## src/rtl/mode_select_ctrl.sv

```systemverilog
// Two-row mode menu: debounced buttons move a cursor and lock SCORE/TIME, plus a highlight-box pixel overlay.
// Optional build macro CURSOR_BLINK_EN blinks the highlight box while in MENU.
module mode_select_ctrl #(
    parameter int unsigned DEB_CYCLES = 250000,
    parameter int unsigned CHAR_H     = 40,
    parameter int unsigned BLINK_DIV  = 12500000,
    parameter logic [11:0] TEXT_RGB   = 12'hFFF,
    parameter logic [11:0] HL_RGB     = 12'h00F,
    parameter logic [11:0] LOCK_RGB   = 12'h0F0
) (
    input  logic        clk,
    input  logic        rst_n,
    input  logic        btn_up,
    input  logic        btn_down,
    input  logic        btn_sel,
    input  logic [9:0]  start_x,
    input  logic [9:0]  start_y,
    input  logic [9:0]  x,
    input  logic [9:0]  y,
    input  logic        video_on,
    input  logic        text_on,
    input  logic        game_over,
    output logic        mode,
    output logic        mode_valid,
    output logic [11:0] rgb
);
    // state  | meaning
    // MENU   | cursor follows up/down, select locks the cursor row as mode
    // LOCKED | mode held and valid, buttons ignored until game_over
    typedef enum logic {MENU = 1'b0, LOCKED = 1'b1} state_t;

    localparam int unsigned DCW = $clog2(DEB_CYCLES + 1);
    localparam logic [DCW-1:0] DEB_TC = DCW'(DEB_CYCLES - 1);

    logic [2:0]     btn_raw, meta, sync, acc, armed, rise;
    logic [DCW-1:0] cnt [3];
    logic           up_ev, dn_ev, sel_ev;

    assign btn_raw = {btn_sel, btn_down, btn_up};

    // A button is armed only after a stable low, so one held through reset stays silent.
    always_ff @(posedge clk or negedge rst_n) begin
        if (!rst_n) begin
            meta  <= '0;
            sync  <= '0;
            acc   <= '0;
            armed <= '0;
            for (int i = 0; i < 3; i++) cnt[i] <= '0;
        end else begin
            meta <= btn_raw;
            sync <= meta;
            for (int i = 0; i < 3; i++) begin
                if (!armed[i]) begin
                    if (sync[i]) cnt[i] <= '0;
                    else if (cnt[i] == DEB_TC) begin
                        armed[i] <= 1'b1;
                        cnt[i]   <= '0;
                    end else cnt[i] <= cnt[i] + 1'b1;
                end else if (sync[i] == acc[i]) cnt[i] <= '0;
                else if (cnt[i] == DEB_TC) begin
                    acc[i] <= sync[i];
                    cnt[i] <= '0;
                end else cnt[i] <= cnt[i] + 1'b1;
            end
        end
    end

    always_comb begin
        rise = '0;
        for (int i = 0; i < 3; i++)
            rise[i] = armed[i] & sync[i] & ~acc[i] & (cnt[i] == DEB_TC);
    end

    assign up_ev  = rise[0];
    assign dn_ev  = rise[1];
    assign sel_ev = rise[2];

    state_t state, state_nx;
    logic   cursor, cursor_nx, mode_r, mode_nx, move;

    always_ff @(posedge clk or negedge rst_n) begin
        if (!rst_n) begin
            state  <= MENU;
            cursor <= 1'b0;
            mode_r <= 1'b0;
        end else begin
            state  <= state_nx;
            cursor <= cursor_nx;
            mode_r <= mode_nx;
        end
    end

    always_comb begin
        state_nx  = state;
        cursor_nx = cursor;
        mode_nx   = mode_r;
        move      = 1'b0;
        case (state)
            MENU: begin
                if (sel_ev) begin
                    state_nx = LOCKED;
                    mode_nx  = cursor;
                end else if (up_ev ^ dn_ev) begin
                    cursor_nx = dn_ev;
                    move      = 1'b1;
                end
            end
            LOCKED: if (game_over) state_nx = MENU;
            default: state_nx = MENU;
        endcase
    end

    assign mode       = mode_r;
    assign mode_valid = (state == LOCKED);

    logic box_vis;
`ifdef CURSOR_BLINK_EN
    localparam int unsigned BCW = $clog2(BLINK_DIV + 1);
    localparam logic [BCW-1:0] BLINK_TC = BCW'(BLINK_DIV - 1);
    logic [BCW-1:0] blink_cnt;
    logic           blink_vis;

    always_ff @(posedge clk or negedge rst_n) begin
        if (!rst_n) begin
            blink_cnt <= '0;
            blink_vis <= 1'b1;
        end else if (state == LOCKED || move) begin
            blink_cnt <= '0;
            blink_vis <= 1'b1;
        end else if (blink_cnt == BLINK_TC) begin
            blink_cnt <= '0;
            blink_vis <= ~blink_vis;
        end else begin
            blink_cnt <= blink_cnt + 1'b1;
        end
    end

    assign box_vis = blink_vis | (state == LOCKED);
`else
    assign box_vis = 1'b1;
`endif

    // Bounds are 11 bits wide; a top bound past 1023 disables the box instead of wrapping.
    logic [10:0] x_lo, x_hi, row_y, y_lo, y_hi, px, py;
    logic        in_box;
    logic [11:0] rgb_nx;

    always_comb begin
        px     = {1'b0, x};
        py     = {1'b0, y};
        x_lo   = {1'b0, start_x} + 11'd36;
        x_hi   = {1'b0, start_x} + 11'd207;
        row_y  = {1'b0, start_y} + (cursor ? 11'd180 : 11'd100);
        y_lo   = row_y - 11'd4;
        y_hi   = row_y + 11'(CHAR_H) + 11'd3;
        in_box = !x_hi[10] && !y_hi[10] && (px >= x_lo) && (px <= x_hi)
                 && (py >= y_lo) && (py <= y_hi);
        rgb_nx = 12'h000;
        if (!video_on)            rgb_nx = 12'h000;
        else if (text_on)         rgb_nx = TEXT_RGB;
        else if (in_box && box_vis) rgb_nx = (state == LOCKED) ? LOCK_RGB : HL_RGB;
    end

    always_ff @(posedge clk or negedge rst_n) begin
        if (!rst_n) rgb <= 12'h000;
        else        rgb <= rgb_nx;
    end

endmodule

```

## config.mk

```make
export PLATFORM = sky130hd
export DESIGN_NAME = mode_select_ctrl
export DESIGN_NICKNAME = d
export VERILOG_FILES = /design/src/rtl/mode_select_ctrl.sv
export SDC_FILE = /design/constraint.sdc
export NUM_CORES = 1
export LEC_CHECK = 0
export ABC_AREA = 0
export CAP_MARGIN = 20
export CORE_UTILIZATION = 50
export DETAILED_ROUTE_END_ITERATION = 8
export GPL_TIMING_DRIVEN = 0
export HOLD_SLACK_MARGIN = 0.03
export PLACE_DENSITY = 0.79
export SLEW_MARGIN = 25
export SYNTH_ARGS = -nofsm -noshare
export SYNTH_HDL_FRONTEND = slang
export SYNTH_SLANG_ARGS = --single-unit
```

## constraint.sdc

```tcl
create_clock -name clk -period 8.7 [get_ports clk]
set_clock_uncertainty 0.15 [all_clocks]
set_input_delay 1.74 -clock clk [delete_from_list [all_inputs] [get_ports clk]]
set_output_delay 1.74 -clock clk [all_outputs]
set_load 0.05 [all_outputs]
```

# Word-level counts from Yosys, hierarchy flattened

Index checks and enable logic that the tools add are counted.

Input port bits: 48
Output and inout bits: 14
Register bits: 81
Logic and storage cells: 91

Bitwise gates (word level): 18
Reduce and logical (&&, ||, !) cells: 12
Eq/ne operators: 6
$add $sub $neg: 9
Mux-type cells: 29
Magnitude comparators: 4

Operators with widths:

| cell                                                | count |
|---|---|
| two-way mux 18 bit                                  | 12 |
| adder 18 x 1 -> 18 bit (second input constant)      | 3 |
| == test 18 bit (second input constant)              | 3 |
| two-way mux 12 bit                                  | 2 |
| two-way mux 8 bit                                   | 3 |
| greater-or-equal comparator 10 x 11 -> 1 bit        | 2 |
| <= comparator 10 x 11 -> 1 bit                      | 2 |
| AND reduction 3 bit                                 | 4 |
| adder 10 x 6 -> 11 bit (second input constant)      | 1 |
| adder 10 x 8 -> 11 bit                              | 1 |
| adder 10 x 8 -> 11 bit (second input constant)      | 1 |
| adder 11 x 2 -> 11 bit (second input constant)      | 1 |
| adder 11 x 6 -> 11 bit (second input constant)      | 1 |
| two-way mux 1 bit                                   | 11 |
| subtractor 11 x 3 -> 11 bit (second input constant) | 1 |
| bitwise AND 1 bit                                   | 9 |
| inverter 1 bit                                      | 8 |
| logical AND 1 bit                                   | 5 |
| == test 1 bit                                       | 3 |
| zero test 1 bit                                     | 2 |
| one-hot mux 1 bit (2 select lines)                  | 1 |
| AND reduction 2 bit                                 | 1 |
| bitwise XOR 1 bit                                   | 1 |

# Depth between registers and ports, before layout

Depth after elaboration: 13
Depth in mapped cells: 14
Depth with buffers taken out: 14

# Worst setup path after synthesis

Ideal clock, no wire load.

Path type: input to register
Start point: input port start_y[6]
End point: register rgb[3]
Slack: 3.874 ns
Data arrival time: 4.579 ns
Stages on the path: 12
Required time: 8.454 ns
Library setup time: 0.096 ns
Path buffers: 0
Cells stage by stage: ha_1 > o21ai_0 > a31oi_1 > a31oi_1 > nand3_1 > xor2_1 > ha_1 > a211o_1 > a221oi_1 > a311oi_1 > or4_4 > o31ai_1

Cells in the longest elaborated chain, start to end: 12
Elaborated cells on any way between the ends: 15
Classes of those cells: 4 x add/sub; 2 x order compare; 3 x mux; 6 x reduce/logical

RTL lines:

| what                                                                           | RTL line | text |
|---|---|---|
| from (decl)                                                                    | 17       | `input logic [9:0] start_y,` |
| adder 10 x 8 -> 11 bit *                                                       | 153      | `row_y = {1'b0, start_y} + (cursor ? 11'd180 : 11'd100);` |
| parallel branches: the longest is 7 deep, another holds adder 11 x 6 -> 11 bit | --       |  |
| logical AND 1 bit *                                                            | 157      | `&& (py >= y_lo) && (py <= y_hi);` |
| two-way mux 8 bit *                                                            | 161      | `else if (in_box && box_vis) rgb_nx = (state == LOCKED) ? LOCK_RGB : HL_RGB;` |
| two-way mux 12 bit *                                                           | 160      | `else if (text_on) rgb_nx = TEXT_RGB;` |
| two-way mux 12 bit *                                                           | 159      | `if (!video_on) rgb_nx = 12'h000;` |
| to (signal assigned)                                                           | 166      | `else rgb <= rgb_nx;` |
| to (decl)                                                                      | 25       | `output logic [11:0] rgb` |

Mark *: on every way between the ends.
A chain may end at the register's enable or synchronous reset.

# Worst setup path after layout

Same ends and word-level chain as after synthesis.

==> out/results.ini <==
[logic_synthesis]
yosysUniqueCellTypes=50
yosys_warnings=0
postSynthCellCount=518
synthFlopType=dfrtp_1
ys_seq_area_share_pct=37.3
synth-seq-cells=72
syn_area_per_cell_um2=9.32
synth_edf_count=0
synth_area_mm2=0.00483
async_flop_share_pct=100
syn_nets=618

[cts]
cts_root_buf=clkbuf_8
insertion_delay_ps=330
cts_setup_buffers=0
clock_path_buffers=2
cts_tree=done
cts_made_buffers=9
h-tree-depth=3
clkSinkCount=72
cts_hold_buf=0
post_cts_resized=0
cts.clk_slew.worst_paths_ps=70

[placement]
pre_cts_ws_ps=3110
place.detailed.hpwl_mm=7.80
port_buffers=58
placedCellCount=706
place_congestion=0.839

[worst_setup_path]
setup.worst_path.start_class=primary input
cp.buffers_inverters=1
required_ps=8790
worstPathCellList=clkdlybuf4s50_1 > ha_1 > o21ai_0 > a31oi_1 > a31oi_1 > nand3_1 > xor2_1 > ha_1 > a211o_1 > a221oi_1 > a311oi_1 > or4_4 > o31ai_1
crit_arrival_ps=5370
crit_slowest_cell=or4_4
setup.worst_path.class=in2reg
end_kind=register
cp_top_family=compound AO/OA/AOI/OAI gates
cpPeakStageDelay_ps=540
cp_max_fo=6

[power]
ir_worst_vdd_v=0.0000989
leakage_uw=0.00253
power-per-cell-area_mw_per_mm2=128
total_power_uw=739

[run_status]
outcome=finished clean

[detailed_routing]
via_count=3903
drt_iter0_drc=164
wire_per_inst_um=13.8
routed_via_density=5.41
postRouteAntennaNets=0
drc=0
wirelength_mm=9.94
drt_first_pass_iters=4

[floorplan]
die_h_um=100
num_io_pins=62
fp.dieW_um=100
start_util_pct=52.0
coreArea_mm2=0.00928
core.rowCount=35
die-area_mm2=0.0100

[grt]
track_usage_pct=21.4
grt_pass1_wl_mm=17.4
grt_max_degree=50
antenna_found_initial=0
grt_pass1_vias=3967
grt_overflow=0

[final_layout]
antenna_cells=0
area_delta_synth_final_pct=19.2
stdcell_count=722
final_common_cell=nor2_1
final_cell_mix=nor2_1, dfrtp_1, clkdlybuf4s50_1
num-nets-final=688
drive_gt1_share_pct=6.07

[sta]
fin_crit_ps=5280
worstMarginPinSlew_ps=654
period_share_pct=60.7
timing.hold.ws_ps=199
fin_ws_ps=3420
slew_violations=0
final-setup-viol-count=0
slew_headroom_pct=56.0
finalHoldViolations=0
fmax_ghz=0.189
fin_tns_setup_ps=0
rsz0062_at_grt=no

[run]
cap_viol_max_count=0

[worst_hold_path]
hold_path_class=reg2reg

[sequential cells by signal (all words and copies together) (netlist names)]
signal	count
acc	3
armed	3
cnt	54
cursor	1
meta	3
mode	1
mode_valid	1
rgb	3
sync	3
[layout make-up]
type / instances / area (um^2)
inverters: 22 / 82.6
well taps: 129 / 161
multi-input cells: 408 / 2830
plain buffers: 16 / 108
clock buffers: 16 / 160
repair buffers: 59 / 606
flip-flops and latches: 72 / 1800
fillers: 783 / 3530
[metrics by stage]
| stage | area, um^2 | util, % |
|---|---|---|
| 4_1_cts | 5750 | 62.0 |
| 2_1_floorplan | 4830 | - |
| 6_report | 5750 | 62.0 |
| 3_3_place_gp | 5570 | 60.0 |
| 3_5_place_dp | 5590 | 60.2 |
| 5_1_grt | 5750 | 62.0 |
[worst paths after layout]
kind                            slack [ps]       to        from  cells past startpoint
worst max-delay path                  3420   rgb[3]  start_y[6]                     13
worst min-delay path                   200  sync[2]     meta[2]                      0
worst max register to register        4760   rgb[3]      cursor                     13
worst min register to register         200  sync[2]     meta[2]                      0
max in group asynchronous             6710  cnt[34]       rst_n                      2
min in group asynchronous             1150  cnt[15]       rst_n                      1
[Yosys cell counts (2+ instances only)]
master | count | area share [%]
xor2_1 | 41 | 7.4
o31ai_1 | 2 | 0.31
nor4b_1 | 2 | 0.36
nor2_1 | 73 | 5.7
and3_1 | 11 | 1.4
nand2_1 | 37 | 2.9
xnor2_1 | 42 | 7.6
o21ai_0 | 16 | 1.7
nor3b_1 | 2 | 0.31
nand4_1 | 9 | 1.2
nand2b_1 | 3 | 0.39
a211oi_1 | 3 | 0.47
o211ai_1 | 3 | 0.47
buf_2 | 2 | 0.21
or4_4 | 2 | 0.47
a21boi_0 | 2 | 0.31
mux2_2 | 3 | 0.70
nor3_1 | 12 | 1.2
nand3_1 | 32 | 3.3
a31oi_1 | 5 | 0.65
o2111ai_1 | 3 | 0.54
dfrtp_1 | 72 | 37
buf_4 | 10 | 1.6
nor2b_1 | 3 | 0.39
nand2_2 | 3 | 0.39
and4_1 | 4 | 0.73
clkbuf_1 | 3 | 0.23
ha_1 | 52 | 13
o21bai_1 | 4 | 0.62
a21oi_1 | 11 | 1.1
nor4_1 | 9 | 1.2
inv_1 | 22 | 1.7
nand3b_1 | 3 | 0.47
[worst reg2reg max path: cells and delay by family (launching register included)]
kind,cells,cell delay [ps]
xor gates and xnor gates,1,190
and+or+nand+nor,2,760
adders and majority gates,2,690
buffers and inverters,1,80
AOI/OAI and AO/OA,7,1570
DFF,1,410
[kinds of logic (layout without fill, tap and decap cells)]
group | Yosys count | count (layout) | synth area share (%)
buffers and inverters | 38 | 113 | 3.94
and+or+nand+nor | 210 | 210 | 21.2
xor gates and xnor gates | 83 | 83 | 15.1
DFF | 72 | 72 | 37.3
muxes | 3 | 3 | 0.700
adders and majority gates | 52 | 52 | 13.5
AOI/OAI and AO/OA | 60 | 60 | 8.30
[routing by layer]
metal | wire (um) | track usage [%] | vias to the layer above
li1 | - | - | 1933
met1 | 4460 | 26.8 | 1864
met2 | 4960 | 37.9 | 90
met3 | 355 | 2.65 | 16
met4 | 159 | 7.80 | 0
met5 | 0 | 0 | -
[report_power, final]
part	internal, uW	total, uW	switching [uW]
combinational	78.5	169	90.8
clock	112	224	112
sequential	340	345	5.13
total	531	739	208
Note: power is estimated with default switching activity, not from simulation.
